**src/rtl/tc_pkg.sv**
```systemverilog
`default_nettype none
// ============================================================================
//  Module   : tc_pkg
//  Purpose  : Shared defaults and types for the tensor-core operand stager.
//  Revision : 1.0 - initial release
// ============================================================================
package tc_pkg;

   localparam int DEF_WIDTH  = 16;
   localparam int DEF_SIZE   = 8;
   localparam int DEF_KDEPTH = 4;

   // One packed k-slice at the default geometry
   typedef logic [DEF_SIZE*DEF_WIDTH-1:0] slice_t;

   // Read-side burst FSM
   typedef enum logic [0:0] {
      IDLE  = 1'b0,
      ISSUE = 1'b1
   } stager_state_e;

endpackage
`default_nettype wire

```
**src/rtl/tc_tile_buf.sv**
```systemverilog
`default_nettype none
// ============================================================================
//  Module   : tc_tile_buf
//  Purpose  : One tile bank of KDEPTH A/B slice slots. A write to slot n with
//             zero_fill set also clears every slot above n, so a short tile
//             replays zeros instead of stale data. Asynchronous read port.
//  Revision : 1.0 - initial release
// ============================================================================
module tc_tile_buf
   import tc_pkg::*;
#(
   parameter int WIDTH  = DEF_WIDTH,
   parameter int SIZE   = DEF_SIZE,
   parameter int KDEPTH = DEF_KDEPTH
) (
   input  logic                        clk,
   input  logic                        wr_en,
   input  logic [$clog2(KDEPTH)-1:0]   wr_idx,
   input  logic [SIZE*WIDTH-1:0]       wr_a,
   input  logic [SIZE*WIDTH-1:0]       wr_b,
   input  logic                        zero_fill,
   input  logic [$clog2(KDEPTH)-1:0]   rd_idx,
   output logic [SIZE*WIDTH-1:0]       rd_a,
   output logic [SIZE*WIDTH-1:0]       rd_b
);

   localparam int SW = SIZE * WIDTH;
   localparam int KW = $clog2(KDEPTH);

   logic [SW-1:0] a_mem [KDEPTH];
   logic [SW-1:0] b_mem [KDEPTH];

   // Slot write, plus zeroing of the unused tail on an early close
   always_ff @(posedge clk) begin
      for (int j = 0; j < KDEPTH; j++) begin
         if (wr_en) begin
            if (KW'(j) == wr_idx) begin
               a_mem[j] <= wr_a;
               b_mem[j] <= wr_b;
            end else if (zero_fill && (KW'(j) > wr_idx)) begin
               a_mem[j] <= '0;
               b_mem[j] <= '0;
            end
         end
      end
   end

   assign rd_a = a_mem[rd_idx];
   assign rd_b = b_mem[rd_idx];

endmodule
`default_nettype wire

```
**src/rtl/tc_operand_stager.sv**
```systemverilog
`default_nettype none
// ============================================================================
//  Module   : tc_operand_stager
//  Purpose  : Collects A/B k-slices from warp lanes into a ping-pong pair of
//             tile banks and replays each complete tile as a gap-free
//             KDEPTH-cycle burst into the tensor core.
//  Options  : TC_STAGER_STATS_EN adds tiles_issued / starve_cycles counters.
//  Revision : 1.0 - initial release
// ============================================================================
module tc_operand_stager
   import tc_pkg::*;
#(
   parameter int WIDTH  = DEF_WIDTH,
   parameter int SIZE   = DEF_SIZE,
   parameter int KDEPTH = DEF_KDEPTH
) (
   input  logic                   clk,
   input  logic                   rst,
   input  logic                   in_valid,
   output logic                   in_ready,
   input  logic [SIZE*WIDTH-1:0]  in_a,
   input  logic [SIZE*WIDTH-1:0]  in_b,
   input  logic                   in_last,
   input  logic                   issue_en,
   output logic [SIZE*WIDTH-1:0]  tc_a_left,
   output logic [SIZE*WIDTH-1:0]  tc_b_top,
   output logic                   tc_valid,
   output logic                   tile_done,
   output logic                   err_len
`ifdef TC_STAGER_STATS_EN
   ,
   output logic [31:0]            tiles_issued,
   output logic [31:0]            starve_cycles
`endif
);

   localparam int            SW   = SIZE * WIDTH;
   localparam int            KW   = $clog2(KDEPTH);
   localparam logic [KW-1:0] LAST = KW'(KDEPTH - 1);

   // ---------------------------------------------------------------- write side
   logic [1:0]    full;
   logic          wr_bank;
   logic [KW-1:0] wk;
   logic          accept;
   logic          close;
   logic          early_last;
   logic          missing_last;

   // Ready depends only on registered flags, so a freed bank opens next cycle
   assign in_ready     = ~rst & ~full[wr_bank];
   assign accept       = in_valid & in_ready;
   assign early_last   = in_last & (wk != LAST);
   assign missing_last = ~in_last & (wk == LAST);
   assign close        = accept & (in_last | (wk == LAST));

   // Write slot pointer, bank toggle on close, sticky length error
   always_ff @(posedge clk) begin
      if (rst) begin
         wk      <= '0;
         wr_bank <= 1'b0;
         err_len <= 1'b0;
      end else if (accept) begin
         if (close) begin
            wk      <= '0;
            wr_bank <= ~wr_bank;
         end else begin
            wk <= wk + 1'b1;
         end
         if (early_last | missing_last) begin
            err_len <= 1'b1;
         end
      end
   end

   // ----------------------------------------------------------------- banks
   logic [SW-1:0] bank_a [2];
   logic [SW-1:0] bank_b [2];
   logic [KW-1:0] rd_idx;

   generate
      for (genvar b = 0; b < 2; b++) begin : g_bank
         tc_tile_buf #(
            .WIDTH  (WIDTH),
            .SIZE   (SIZE),
            .KDEPTH (KDEPTH)
         ) u_buf (
            .clk       (clk),
            .wr_en     (accept && (wr_bank == 1'(b))),
            .wr_idx    (wk),
            .wr_a      (in_a),
            .wr_b      (in_b),
            .zero_fill (early_last),
            .rd_idx    (rd_idx),
            .rd_a      (bank_a[b]),
            .rd_b      (bank_b[b])
         );
      end
   endgenerate

   // --------------------------------------------------------------- read FSM
   stager_state_e state;
   stager_state_e state_nx;
   logic          rd_bank;
   logic [KW-1:0] rk;
   logic          launch;
   logic          step;
   logic          load0;
   logic          valid_nx;
   logic          done_nx;
   logic [KW-1:0] rk_nx;
   logic [SW-1:0] a_nx;
   logic [SW-1:0] b_nx;

   // In ISSUE, rk==0 marks the decision cycle right after a tile's last slice
   assign launch = full[rd_bank] & issue_en;
   assign step   = (state == ISSUE) && (rk != '0);
   assign load0  = ~step & launch;

   // State register
   always_ff @(posedge clk) begin
      if (rst) begin
         state <= IDLE;
      end else begin
         state <= state_nx;
      end
   end

   // Next state: stay in ISSUE while a tile is mid-burst or another starts
   always_comb begin
      state_nx = IDLE;
      if (step || load0) begin
         state_nx = ISSUE;
      end
   end

   // Output and datapath next values for the registered core interface
   always_comb begin
      rd_idx   = step ? rk : '0;
      valid_nx = step | load0;
      done_nx  = step & (rk == LAST);
      rk_nx    = '0;
      if (load0) begin
         rk_nx = KW'(1);
      end else if (step && (rk != LAST)) begin
         rk_nx = rk + 1'b1;
      end
      a_nx = valid_nx ? bank_a[rd_bank] : '0;
      b_nx = valid_nx ? bank_b[rd_bank] : '0;
   end

   // Registered core-facing outputs and read pointers
   always_ff @(posedge clk) begin
      if (rst) begin
         rk        <= '0;
         rd_bank   <= 1'b0;
         tc_valid  <= 1'b0;
         tile_done <= 1'b0;
         tc_a_left <= '0;
         tc_b_top  <= '0;
      end else begin
         rk        <= rk_nx;
         rd_bank   <= rd_bank ^ done_nx;
         tc_valid  <= valid_nx;
         tile_done <= done_nx;
         tc_a_left <= a_nx;
         tc_b_top  <= b_nx;
      end
   end

   // Bank full flags: set on write-side close, cleared as the last slice issues
   always_ff @(posedge clk) begin
      if (rst) begin
         full <= '0;
      end else begin
         for (int b = 0; b < 2; b++) begin
            if (close && (wr_bank == 1'(b))) begin
               full[b] <= 1'b1;
            end else if (done_nx && (rd_bank == 1'(b))) begin
               full[b] <= 1'b0;
            end
         end
      end
   end

`ifdef TC_STAGER_STATS_EN
   // Tile counter (wrapping) and starvation counter (saturating)
   always_ff @(posedge clk) begin
      if (rst) begin
         tiles_issued  <= '0;
         starve_cycles <= '0;
      end else begin
         if (tile_done) begin
            tiles_issued <= tiles_issued + 32'd1;
         end
         if ((state == IDLE) && issue_en && !full[rd_bank] && !(&starve_cycles)) begin
            starve_cycles <= starve_cycles + 32'd1;
         end
      end
   end
`endif

endmodule
`default_nettype wire

```
**config.mk**
```make
export PLATFORM = sky130hd
export DESIGN_NAME = tc_operand_stager
export DESIGN_NICKNAME = d
export VERILOG_FILES = /design/src/rtl/tc_pkg.sv /design/src/rtl/tc_tile_buf.sv /design/src/rtl/tc_operand_stager.sv
export SDC_FILE = /design/constraint.sdc
export NUM_CORES = 2
export LEC_CHECK = 0
export ABC_AREA = 1
export BUFFER_PORTS_ARGS = -buffer_cell sky130_fd_sc_hd__buf_2
export CORE_MARGIN = 2
export CORE_UTILIZATION = 25
export DETAILED_ROUTE_END_ITERATION = 10
export GPL_ROUTABILITY_DRIVEN = 0
export HOLD_SLACK_MARGIN = 0.05
export MAX_ROUTING_LAYER = met4
export SLEW_MARGIN = 10
export SYNTH_ARGS = -nofsm -noshare
export SYNTH_HDL_FRONTEND = slang
export SYNTH_SLANG_ARGS = --single-unit
```
**constraint.sdc**
```tcl
create_clock -name clk -period 28.5 [get_ports clk]
set_input_delay 2.85 -clock clk [delete_from_list [all_inputs] [get_ports clk]]
set_output_delay 2.85 -clock clk [all_outputs]
set_load 0.01 [all_outputs]
```
# After elaboration in Yosys (flattened, before gate mapping)
# Memory sizes are Yosys's and may differ from the RTL's.
# Cells that the tools add are included.
[totals]
regBits = 268
ram_bits = 2048
input_bits = 261
output_inout_bits = 260
memories = 4
[memory_table]
columns = ["name", "depth", "word_bits", "read_ports", "rd_clocked_by_memory_dff", "wr", "line_no", "text"]
rows = [
  ["g_bank[0].u_buf.a_mem", 4, 128, 1, 0, 4, "tc_tile_buf.sv:30", "logic [SW-1:0] a_mem [KDEPTH];"],
  ["g_bank[0].u_buf.b_mem", 4, 128, 1, 0, 4, "tc_tile_buf.sv:31", "logic [SW-1:0] b_mem [KDEPTH];"],
  ["g_bank[1].u_buf.a_mem", 4, 128, 1, 0, 4, "tc_tile_buf.sv:30", ""],
  ["g_bank[1].u_buf.b_mem", 4, 128, 1, 0, 4, "tc_tile_buf.sv:31", ""],
]
[op_classes]
n_addsub = 2
order_cmp = 7
n_eq_ne = 7
n_mux = 79
bitwise = 37
reduce_logical = 21
[op_table]
columns = ["op", "count"]
rows = [
  ["$mux W128", 22],
  ["$mux W1", 55],
  ["$or A1 B1 Y1", 19],
  ["$logic_and A1 B1 Y1", 12],
  ["$and A1 B1 Y1", 8],
  ["$not A1 Y1", 8],
  ["$reduce_bool A2 Y1", 3],
  ["$add A2 B1 Y2 const B", 2],
  ["$eq A2 B2 Y1 const A", 2],
  ["$eq A2 B2 Y1 const B", 2],
  ["$gt A1 B2 Y1 const A", 2],
  ["$gt A2 B2 Y1 const A", 2],
  ["$lt A1 B2 Y1 const B", 2],
  ["$mux W2", 2],
  ["$ne A2 B2 Y1 const B", 2],
  ["$reduce_and A2 Y1", 2],
  ["$reduce_or A3 Y1", 1],
  ["$eq A1 B2 Y1 const A", 1],
  ["$ge A2 B2 Y1 const B", 1],
  ["$logic_not A2 Y1", 1],
  ["$not A1 Y2", 1],
  ["$reduce_or A2 Y1", 1],
  ["$logic_or A1 B1 Y1", 1],
  ["$xor A1 B1 Y1", 1],
]

# Longest topological paths before layout
[logic_depth]
word_depth = 9
depth_mapped = 14
depth_no_buf = 10

# By module
# Synthesis repeated with hierarchy kept, for this count alone.
[unflattened]
hier_cells = 11790
area_unflattened_um2 = 103110.1
[modules_own_cells]
columns = ["module", "n_inst", "cells_each", "area_per_inst_um2"]
rows = [
  ["tc_tile_buf (g_bank[0].u_buf)", 1, 5446, 46787.4],
  ["tc_tile_buf (g_bank[1].u_buf)", 1, 5446, 46777.4],
  ["tc_operand_stager", 1, 898, 9545.4],
]

# Worst setup path before layout
# Ideal clock, no wire load.
[synth_timing]
kind = "input port to flip-flop"
from = "input port rst"
to = "memory g_bank[0].u_buf.a_mem[1][0] (netlist bit), enable pin"
setup_time_ns = 0.959
arrival_ns = 15.955
required_ns = 27.541
setup_slack_ns = 11.585
path_stages = 8
cell_sequence = "buf_2 > inv_2 > nand2_1 > nor2_4 > nand2_2 > nor2_4 > inv_1 > a21oi_1"
[synth_rtl]
columns = ["element", "line_no", "text"]
rows = [
  ["start: declaration", "tc_operand_stager.sv:18", "input logic rst,"],
  ["end: declaration", "tc_tile_buf.sv:30", ""],
]

==> flow_summary.json <==
{
  "status": "completed",
  "final-setup-viol-count": 0,
  "pwr-share-seq_pct": 48.4,
  "synth_area_mm2": 0.108,
  "synth_common_cells": "nand2_1, inv_1, nor2_1",
  "hold_path.class": "flop to flop",
  "clk_pin_slew_worst_paths_ns": 0.06,
  "r2r_setup_slack_ns": 22.23,
  "start_kind": "input pin",
  "slew_headroom_pct": 9.48,
  "cts-buffers-inserted": 276,
  "hpwl_mm": 186,
  "tritoncts": "yes",
  "area_growth_syn_to_layout_pct": 15.7,
  "synthesis.nets": 14222,
  "io_pins": 521,
  "viasPerCell": 4.21,
  "clkPwrFrac_pct": 45.1,
  "clock-sinks": 2315,
  "cap_violations": 0,
  "ys.flop_type": "edfxtp_1",
  "crit_arrival_ns": 7.33,
  "fin_crit_ns": 6.82,
  "ys_top_cells_by_area": "edfxtp_1, dfxtp_1, nand2_1",
  "criticalPathCategory": "input pin to flop",
  "post_cts_buffers": 0,
  "power.density_mw_per_mm2": 63.1,
  "tightest_slew_ns": 1.36,
  "async_reset_ff_share_pct": 0,
  "cts_hold_buffers": 0,
  "fin_util_pct": 29.0,
  "power.leakage_nw": 62.5,
  "switching_share_pct": 24.0,
  "yosys_register_bits": 2315,
  "coreArea_mm2": 0.430,
  "layout-drive-gt1-share_pct": 7.59,
  "die_area_mm2": 0.437,
  "grt_start_max_net_pins": 209,
  "synth_top_area_share_pct": 42.8,
  "htreeDepth": 5,
  "syn_inst": 13949,
  "portBuffers": 520,
  "start_util_pct": 25.1,
  "drtIter0Drc": 6639,
  "die_w_um": 661,
  "hold_viol": 0,
  "yosysTopAreaCell": "edfxtp_1",
  "intPower_mw": 5.99,
  "p_sw_mw": 1.89,
  "root_buffer": "clkbuf_16",
  "critPathMaxFanout": 52,
  "die_y_um": 661,
  "grt_pass1_vias": 78956,
  "cp-end-kind": "flop",
  "avgSynthCellArea_um2": 7.73,
  "synth.yosys.seq_area_share_pct": 57.2,
  "fmax_mhz": 147,
  "ys_types": 20,
  "synth-warning-count": 0,
  "track_usage_pct": 15.4,
  "rsz0062_at_grt": "false",
  "peakVddDrop_v": 0.0000483,
  "ant_nets": 0,
  "fp-row-count": 241,
  "finalCritPeriodShare_pct": 23.9,
  "wl_per_cell_um": 16.8,
  "synth.most_common_cell": "nand2_1",
  "synth_edf_count": 1536,
  "vias": 84577,
  "clk_latency_ns": 0.92,
  "clock_path_buffers": 4,
  "setup_tns_ns": 0,
  "grt_first_pass_wirelength_mm": 502,
  "route.detailed.drc": 0,
  "cts_resized": 0,
  "skew_ns": 0.0564,
  "antenna_found_initial": 65,
  "grt.overflow.total": 0,
  "first_pass_iters": 8,
  "fin_nets": 14353,
  "combPwrFrac_pct": 6.5,
  "finalMaxSlewViolations": 0,
  "cp.required_ns": 29.00,
  "drt-total-wl_mm": 337
}
-- registers in the layout, summed over array words and instances (netlist names) --
register,flops
err_len,1
rk,2
g_bank.u_buf.a_mem,1024
g_bank.u_buf.b_mem,1024
tc_a_left,128
tile_done,1
wk,2
state,1
rd_bank,1
full,2
wr_bank,1
tc_b_top,128
-- power groups by stage --
stage | Clock (mW) | Combinational [mW] | Sequential [mW]
after detailed placement | 0 | 0.512 | 3.89
after CTS | 3.63 | 0.516 | 3.81
after floorplan | 0 | 0.344 | 3.90
after global placement | 0 | 0.500 | 3.88
final | 3.55 | 0.513 | 3.81
after global routing | 3.75 | 0.599 | 3.83
-- worst max-delay path, cell delays in order --
cell     delay, ns
buf_2         0.15
inv_2         0.09
nand2_1       0.09
nor2_4        0.20
nand2_2       0.16
nor2_4        0.24
inv_1         0.19
a21oi_4       0.46
buf_4         0.69
buf_4         0.63
buf_4         0.61
buf_4         0.79
-- stage by stage --
step / instance area, um2 / instances / setup slack (ns) / hold slack, ns / total power [mW]
floorplan: 108000 / 13949 / 11.59 / 0.457 / 4.25
global placement: 116000 / 19511 / 20.74 / 0.490 / 4.38
detailed placement: 116000 / 19511 / 20.70 / 0.482 / 4.40
CTS: 125000 / 20011 / 21.66 / 0.492 / 7.96
global route: 125000 / 20062 / 21.42 / 0.511 / 8.18
finish: 125000 / 20068 / 21.68 / 0.499 / 7.88
-- path summary, 6_finish.rpt --
path | from | end | depth (start not counted)
setup reg to reg | rk[0] | tc_b_top[48] | 13
hold reg to reg | full[1] | full[1] | 2
setup / recovery | rst | g_bank[0].u_buf.b_mem[3][55] | 12
hold / removal | full[1] | full[1] | 2
-- final cells by class --
cell class | count | area [um2]
fill | 45410 | 306000
sequential | 2315 | 61700
multi-input combinational | 8005 | 32300
inverter | 2838 | 10700
clock buffer | 386 | 7800
tap | 5710 | 7140
timing repair buffer | 644 | 3760
clock inverter | 114 | 1220
antenna | 56 | 140
-- routing by layer --
| layer | vias to the layer above | GRT usage [%] | routed length, um |
|---|---|---|---|
| met3 | 589 | 1.99 | 19800 |
| met4 | 0 | 6.88 | 15300 |
| met2 | 2599 | 26.1 | 164000 |
| li1 | 42013 | - | - |
| met1 | 39376 | 18.2 | 138000 |
| met5 | - | - | 0 |
-- placed cells by master, fill, tap and decap left out, types with 2 or more instances in the layout --
cell           n
clkinv_1      23
diode_2       56
nand3_1      772
buf_4        106
nand4_1      256
ha_1          12
buf_12        18
nand4_4        2
inv_1       2833
clkinv_16      4
dfxtp_1      776
a21oi_4        4
inv_8          4
buf_2        520
clkbuf_16    280
dfxtp_4        3
a21oi_1      262
clkinvlp_4    11
edfxtp_1    1536
bufinv_16     15
clkinv_2      36
nand2_1     4110
nand2_4        6
nor2_1      2569
nand3_4        2
nor2_4         6
clkinv_8       4
inv_16         5
clkbuf_1      66
clkbuf_8      40
inv_6         14
-- cell families after synthesis --
kind of cell	Yosys count	share of synthesized area, %
compound gates	267	1.24
fa+ha+maj	12	0.139
buf+inv	3629	13.0
flops	2315	57.2
simple gates	7726	28.4
No activity file was read; power rests on OpenSTA's default activity.
